### src/rtl/spram_arb_pkg.sv
// Shared types for the two-port SPRAM arbiter: FSM states, port count and request bundle.
package spram_arb_pkg;

    localparam int unsigned N_PORTS = 2;

    typedef enum logic [1:0] {
        StIdle,
        StIssue,
        StWait,
        StResp
    } state_e;

    typedef struct packed {
        logic [31:0] addr;
        logic [31:0] wdata;
        logic [3:0]  wmask;
        logic        wen;
        logic        ren;
    } req_t;

endpackage

### src/rtl/spram_arb_pick.sv
// Two-way winner select. SPRAM_ARB_ROUND_ROBIN_EN selects round-robin on a tie;
// otherwise port 0 has fixed priority.
module spram_arb_pick
    import spram_arb_pkg::*;
(
    input  logic [N_PORTS-1:0] i_req,
    input  logic               i_last,
    output logic               o_winner
);

`ifdef SPRAM_ARB_ROUND_ROBIN_EN
    always_comb begin
        if (&i_req) begin
            o_winner = ~i_last;
        end else begin
            o_winner = i_req[1] & ~i_req[0];
        end
    end
`else
    logic w_unused_last;
    assign w_unused_last = i_last;
    assign o_winner      = i_req[1] & ~i_req[0];
`endif

endmodule

### src/rtl/spram_arbiter.sv
// Serialises two requesters onto one SPRAM port with completion timeout.
// Tie-break policy is set by SPRAM_ARB_ROUND_ROBIN_EN (see spram_arb_pick).
module spram_arbiter
    import spram_arb_pkg::*;
#(
    parameter int unsigned TIMEOUT_CYCLES = 8
) (
    input  logic        clk,
    input  logic        rst,
    input  logic [31:0] r0_addr,
    input  logic [31:0] r0_wdata,
    input  logic [3:0]  r0_wmask,
    input  logic        r0_wen,
    input  logic        r0_ren,
    output logic [31:0] r0_rdata,
    output logic        r0_done,
    output logic        r0_err,
    input  logic [31:0] r1_addr,
    input  logic [31:0] r1_wdata,
    input  logic [3:0]  r1_wmask,
    input  logic        r1_wen,
    input  logic        r1_ren,
    output logic [31:0] r1_rdata,
    output logic        r1_done,
    output logic        r1_err,
    output logic [31:0] m_addr,
    output logic [31:0] m_wdata,
    output logic [3:0]  m_wmask,
    output logic        m_wen,
    output logic        m_ren,
    input  logic [31:0] m_rdata,
    input  logic        m_done,
    input  logic        m_active,
    output logic        grant
);

    localparam int unsigned CNT_W = (TIMEOUT_CYCLES > 1) ? $clog2(TIMEOUT_CYCLES) : 1;
    localparam logic [CNT_W-1:0] CNT_LAST = CNT_W'(TIMEOUT_CYCLES - 1);

    req_t [N_PORTS-1:0] w_req;
    logic [N_PORTS-1:0] w_req_vec;
    logic               w_winner;
    req_t               w_sel;

    state_e             r_state, w_state_next;
    req_t               r_m, w_m_next;
    logic               r_grant, w_grant_next;
    logic [CNT_W-1:0]   r_cnt, w_cnt_next;
    logic [31:0]        r_resp, w_resp_next;
    logic               r_err, w_err_next;
    logic               r_rd, w_rd_next;
    logic               w_done0, w_done1;

    assign w_req[0] = '{addr: r0_addr, wdata: r0_wdata, wmask: r0_wmask,
                        wen: r0_wen, ren: r0_ren};
    assign w_req[1] = '{addr: r1_addr, wdata: r1_wdata, wmask: r1_wmask,
                        wen: r1_wen, ren: r1_ren};
    assign w_req_vec = {r1_wen | r1_ren, r0_wen | r0_ren};
    assign w_sel     = w_req[w_winner];

    spram_arb_pick u_pick (
        .i_req    (w_req_vec),
        .i_last   (r_grant),
        .o_winner (w_winner)
    );

    always_ff @(posedge clk or posedge rst) begin
        if (rst) begin
            r_state <= StIdle;
            r_m     <= '0;
            r_grant <= 1'b1;
            r_cnt   <= '0;
            r_resp  <= '0;
            r_err   <= 1'b0;
            r_rd    <= 1'b0;
        end else begin
            r_state <= w_state_next;
            r_m     <= w_m_next;
            r_grant <= w_grant_next;
            r_cnt   <= w_cnt_next;
            r_resp  <= w_resp_next;
            r_err   <= w_err_next;
            r_rd    <= w_rd_next;
        end
    end

    always_comb begin
        w_state_next = r_state;
        w_m_next     = r_m;
        w_grant_next = r_grant;
        w_cnt_next   = r_cnt;
        w_resp_next  = r_resp;
        w_err_next   = r_err;
        w_rd_next    = r_rd;
        case (r_state)
            StIdle: begin
                if (|w_req_vec) begin
                    w_m_next     = w_sel;
                    // A write with ren also set is issued as a pure write.
                    w_m_next.ren = w_sel.ren & ~w_sel.wen;
                    w_rd_next    = ~w_sel.wen;
                    w_grant_next = w_winner;
                    w_state_next = StIssue;
                end
            end
            StIssue: begin
                w_m_next.wen = 1'b0;
                w_m_next.ren = 1'b0;
                if (!m_active) begin
                    w_err_next   = 1'b1;
                    w_resp_next  = '0;
                    w_state_next = StResp;
                end else begin
                    w_cnt_next   = '0;
                    w_state_next = StWait;
                end
            end
            StWait: begin
                if (m_done) begin
                    w_resp_next  = r_rd ? m_rdata : '0;
                    w_err_next   = 1'b0;
                    w_state_next = StResp;
                end else if (r_cnt == CNT_LAST) begin
                    w_resp_next  = '0;
                    w_err_next   = 1'b1;
                    w_state_next = StResp;
                end else begin
                    w_cnt_next = r_cnt + CNT_W'(1);
                end
            end
            StResp: begin
                w_state_next = StIdle;
            end
            default: begin
                w_state_next = StIdle;
            end
        endcase
    end

    // Responses decode from registers only, so reset clears them immediately.
    always_comb begin
        w_done0  = (r_state == StResp) && (r_grant == 1'b0);
        w_done1  = (r_state == StResp) && (r_grant == 1'b1);
        r0_done  = w_done0;
        r0_err   = w_done0 & r_err;
        r0_rdata = w_done0 ? r_resp : '0;
        r1_done  = w_done1;
        r1_err   = w_done1 & r_err;
        r1_rdata = w_done1 ? r_resp : '0;
    end

    assign m_addr  = r_m.addr;
    assign m_wdata = r_m.wdata;
    assign m_wmask = r_m.wmask;
    assign m_wen   = r_m.wen;
    assign m_ren   = r_m.ren;
    assign grant   = r_grant;

endmodule

### config.mk
export PLATFORM = sky130hd
export DESIGN_NAME = spram_arbiter
export DESIGN_NICKNAME = d
export VERILOG_FILES = /design/src/rtl/spram_arb_pkg.sv /design/src/rtl/spram_arb_pick.sv /design/src/rtl/spram_arbiter.sv
export SDC_FILE = /design/constraint.sdc
export NUM_CORES = 1
export LEC_CHECK = 0
export ABC_AREA = 1
export BUFFER_PORTS_ARGS = -buffer_cell sky130_fd_sc_hd__buf_2
export CORE_MARGIN = 2
export CORE_UTILIZATION = 28
export DETAILED_ROUTE_END_ITERATION = 10
export REMOVE_ABC_BUFFERS = 1
export SLEW_MARGIN = 25
export SYNTH_ARGS = -nofsm -noshare
export SYNTH_HDL_FRONTEND = slang
export SYNTH_SLANG_ARGS = --single-unit
### constraint.sdc
create_clock -name clk -period 2.95 [get_ports clk]
set_input_delay 0.295 -clock clk [delete_from_list [all_inputs] [get_ports clk]]
set_output_delay 0.295 -clock clk [all_outputs]
set_load 0.02 [all_outputs]
# Word level (Yosys, flattened, before mapping)
# Cells that the tools add are included.
[word_totals]
reg_bits = 110
latchBits = 0
mem_bits_rw = 0
mem_bits_ro = 0
mem_count = 0
[classes]
addsub = 1
n_mul = 0
div = 0
order_cmp = 1
eq_ne = 10
shifts = 0
mux = 24
n_bitwise = 9
reduce_logical = 11
[ops]
columns = ["op", "n"]
rows = [
  ["$mux 32", 6],
  ["$mux 70", 2],
  ["$pmux 32 s2", 1],
  ["$ne 2x2->1 const B", 5],
  ["$mux 3", 3],
  ["$mux 2", 4],
  ["$pmux 2 s4", 1],
  ["$pmux 3 s2", 1],
  ["$reduce_and 2->1", 3],
  ["$and 1x1->1", 4],
  ["$eq 2x2->1 const B", 2],
  ["$mux 1", 4],
  ["$pmux 2 s2", 1],
  ["$reduce_and 4->1", 1],
  ["$reduce_bool 2->1", 2],
  ["$add 3x1->3 const B", 1],
  ["$eq 3x3->1 const B", 1],
  ["$ne 3x3->1 const B", 1],
  ["$not 1->1", 3],
  ["$reduce_and 3->1", 1],
  ["$eq 2x1->1 const B", 1],
  ["$logic_and 1x1->1", 2],
  ["$logic_not 2->1", 1],
  ["$lt 1x2->1 const B", 1],
  ["other kinds (3)", 4],
]

# Depth between registers and ports, before layout
[depth]
ltp_word = 9
mapped_depth = 9
mapped_depth_nobuf = 8

# Hierarchy
# A second synthesis with hierarchy kept.
[unflattened]
hier_cells = 745
hier_area_um2 = 5839.4
[modules_own_cells]
columns = ["module", "n_inst", "cells_per_inst", "area_each_um2", "seq_area_each_um2"]
rows = [
  ["spram_arbiter", 1, 743, 5829.3, 2753.9],
  ["spram_arb_pick", 1, 2, 10.0, 0.0],
]

# Worst setup path after synthesis
# OpenSTA, ideal clock, no wires.
[synth_timing]
path_type = "register -> output"
from = "register r_state[0]"
to = "output port r0_rdata[10]"
arrival_time_ps = 1587
path_slack_ps = 1068
stages_incl_launch_ff = 7
n_path_buf = 1
cell_sequence = "dfrtp_1 -> ha_1 -> inv_1 -> nor2_1 -> inv_1 -> buf_1 -> nor2_1"
[synth_between]
elab_chain_cells = 3
[synth_rtl]
columns = ["element", "line", "source"]
rows = [
  ["from (decl)", "spram_arbiter.sv:45", "state_e r_state, w_state_next;"],
  ["from (signal assigned)", "spram_arbiter.sv:69", "r_state <= StIdle;"],
  ["from (signal assigned)", "spram_arbiter.sv:77", "r_state <= w_state_next;"],
  ["$eq 2x2->1", "spram_arbiter.sv:142", "w_done0 = (r_state == StResp) && (r_grant == 1'b0);"],
  ["$logic_and 1x1->1", "spram_arbiter.sv:142", ""],
  ["named net r0_done", "spram_arbiter.sv:16", "output logic r0_done,"],
  ["$mux 32", "spram_arbiter.sv:146", "r0_rdata = w_done0 ? r_resp : '0;"],
  ["to (decl)", "spram_arbiter.sv:15", "output logic [31:0] r0_rdata,"],
]
# The timed path passes the listed nets, and every way through them passes these cells.

# Final worst setup path
[layout_timing]
from = "register r_state[1]"
to = "output port r0_rdata[9]"
[layout_between]
elab_chain_cells = 3
[layout_rtl]
columns = ["element", "line"]
rows = [
  ["$eq 2x2->1", "spram_arbiter.sv:142"],
  ["$logic_and 1x1->1", "spram_arbiter.sv:142"],
  ["$mux 32", "spram_arbiter.sv:146"],
]
# No other way between the ends.

==> summary.txt <==
outcome -> finished clean
Final HPWL DP -> 14.1 mm
Final ANT Viol Nets -> 0
crit path max fanout -> 33
vias in the first global route -> 6117
Register Area -> 0.00275 mm²
LEAKAGE -> 4.87 nW
Peak VDD IR -> 0.000384 V
fin crit period -> 2.08 ns
largest net degree at the start of global routing -> 69
post-synth cell types -> 19
Final period util -> 70.7%
synth-to-layout area growth -> 36.0%
final WL -> 19.4 mm
Worst Path Arrival -> 1.79 ns
Clk pin slew, worst setup/hold paths -> 0.08 ns
Power Dens Cells -> 859 mW/mm²
register area share after synthesis -> 46.0%
IO Port Bufs -> 314
Die Y -> 150 µm
cells along the critical path -> ha_1 > inv_1 > nor2_1 > inv_1 > buf_4 > nor2_1 > buf_2
first-pass GRT wire length -> 30.8 mm
detail-routed via count per cell -> 4.38
layout cells sized above 1 -> 30.1%
die area -> 0.0226 mm²
core area -> 0.0210 mm²
post-synthesis register bit count -> 110
# clock sinks -> 110
CP Capture Type -> primary output
CTS HTree Levels -> 3
unrepaired setup endpoints after global routing -> false
Finished Core Util -> 38.8%
Fillers -> 2254
Final Non-Filler Cells -> 1448
total track usage -> 17.3%
Multi-input gate area -> 0.00282 mm²
CTS tree -> done
drt pass-1 iters -> 5
Core Rows -> 53
Setup Buffers After CTS -> 0
FMAX -> 480 MHz
syn avg cell area -> 6.80 µm²
yosys warns -> 0
mapped cell area -> 0.00599 mm²
startpoint type of the worst setup path -> flip-flop
Max-Cap Viols -> 0
most frequent cells in the layout -> nand2_1 (466), buf_2 (314), dfrtp_1 (109)
Skew-Pair Late Insertion Delay -> 0.35 ns
RePlAce Congestion -> 0.774
DRT iter0 DRCs -> 221
nets -> 1350
initial antenna violation count -> 1
wire per inst -> 13.4 µm
Synth Instances -> 881
worst hold slack -> 0.217 ns
commonest non-fill, non-tap cell in the layout -> nand2_1
CTS root buffer -> clkbuf_16
Max-slew headroom -> 38.4%
skew final -> 0.0112 ns
GR Overflow Total -> 0
die width -> 150 µm
reg-to-reg setup timing slack -> 1.00 ns
Hold Fails Final Rpt -> 0
Placed Instances -> 1430
DR vias -> 6338
Initial Utilization -> 28.5%
TritonCTS Buffers -> 9
Clock Tree Buf Depth -> 2
Worst-Margin Slew -> 0.924 ns
WS Path Type -> flip-flop to primary output
number of setup violations in the final report -> 0
Critical Path RT -> 2.65 ns
class of the worst hold path -> input port to flip-flop
DRC violations left -> 0
slowest CP cell -> dfrtp_1
Largest stage delay, worst path -> 0.42 ns
post-CTS sizing -> 0
Ports -> 315
Max Transition Viols Final -> 0
[final cells by class]
class	instances	area share (%)
antenna	1	0.0307
clock buffer	11	2.98
clock inverter	5	0.799
inverter	49	2.29
multi-input combinational	667	34.6
sequential	110	33.8
tap	275	4.22
timing repair buffer	330	21.3
[worst max-delay path: cells and delay by family, from the launching register on]
kind	cells	cell delay [ns]
and+or+nand+nor	2	0.28
buffers and inverters	4	0.52
DFF	1	0.42
adders and majority gates	1	0.22
[cells by family after synthesis]
logic type	Yosys count	synth area share, %
AO/OA/AOI/OAI	6	0.606
adder cells (fa/ha/maj)	7	1.46
buffers and inverters	104	7.08
flip-flops	110	46.0
AND/OR/NAND/NOR	654	44.9
[power breakdown]
| group | switching (mW) | internal [mW] | total (mW) |
|---|---|---|---|
| logic | 2.24 | 1.04 | 3.28 |
| registers | 0.361 | 2.08 | 2.44 |
| clock network | 0.583 | 0.693 | 1.28 |
| total | 3.18 | 3.82 | 7.00 |
[state kept, by name (all words and copies together), names as in the netlist]
signal   flops
r_resp      32
r_cnt        3
r_state      2
r_rd         1
m_ren        1
m_addr      32
grant        1
m_wdata     32
r_err        1
m_wen        1
m_wmask      4
[cell usage after synthesis]
| master | n | area, µm² |
|---|---|---|
| o21ai_0 | 3 | 15.0 |
| nor2_1 | 72 | 270 |
| clkbuf_1 | 21 | 78.8 |
| nand4_1 | 1 | 6.26 |
| buf_2 | 21 | 105 |
| nand3_1 | 77 | 385 |
| nand2_1 | 469 | 1760 |
| inv_1 | 47 | 176 |
| inv_2 | 2 | 7.51 |
| nand3b_1 | 34 | 255 |
| o21ai_2 | 1 | 8.76 |
| nor2_4 | 1 | 11.3 |
| o21ai_1 | 1 | 5.00 |
| ha_1 | 7 | 87.6 |
| dfrtp_1 | 109 | 2730 |
| dfstp_2 | 1 | 26.3 |
| buf_1 | 11 | 41.3 |
| buf_4 | 2 | 15.0 |
| o21bai_1 | 1 | 7.51 |
[repair_timing]
item / in CTS / in global routing
hold buffers: 1 / 0
setup endpoints to repair: 0 / 0
hold endpoints to repair: 32 / 0
[per-stage QoR]
| step | setup TNS, ns | power (mW) | worst slack [ns] | area (µm²) |
|---|---|---|---|---|
| after global placement | 0 | 5.74 | 1.09 | 7830 |
| after detailed placement | 0 | 5.78 | 0.996 | 7830 |
| after global routing | 0 | 7.57 | 0.696 | 8140 |
| final | 0 | 7.00 | 0.865 | 8150 |
| after floorplan | -66.11 | 4.45 | -0.568 | 5750 |
| after CTS | 0 | 7.11 | 0.817 | 8140 |
[metal layers]
| layer | routed length (µm) | vias up | part of all wire (%) | GRT usage, % |
|---|---|---|---|---|
| met5 | 0 | - | 0 | 0 |
| met4 | 273 | 0 | 1.4 | 5.80 |
| met3 | 1570 | 16 | 8.1 | 4.18 |
| met2 | 9140 | 257 | 47 | 29.5 |
| met1 | 8450 | 2808 | 43 | 21.4 |
| li1 | - | 3257 | - | - |
[final timing paths]
path,start,end,depth (start not counted)
setup / recovery,r_state[1]$_DFFE_PP0P_,r0_rdata[9],7
hold / removal,r0_addr[24],m_addr[24]$_DFFE_PP0P_,5
setup reg to reg,r_state[0]$_DFFE_PP0P_,m_wdata[23]$_DFFE_PP0P_,7
hold reg to reg,r_resp[18]$_DFFE_PP0P_,r_resp[18]$_DFFE_PP0P_,2
max in group asynchronous,rst,m_addr[28]$_DFFE_PP0P_,4
min in group asynchronous,rst,m_wdata[12]$_DFFE_PP0P_,3
Note: power is estimated with default switching activity, not from simulation.
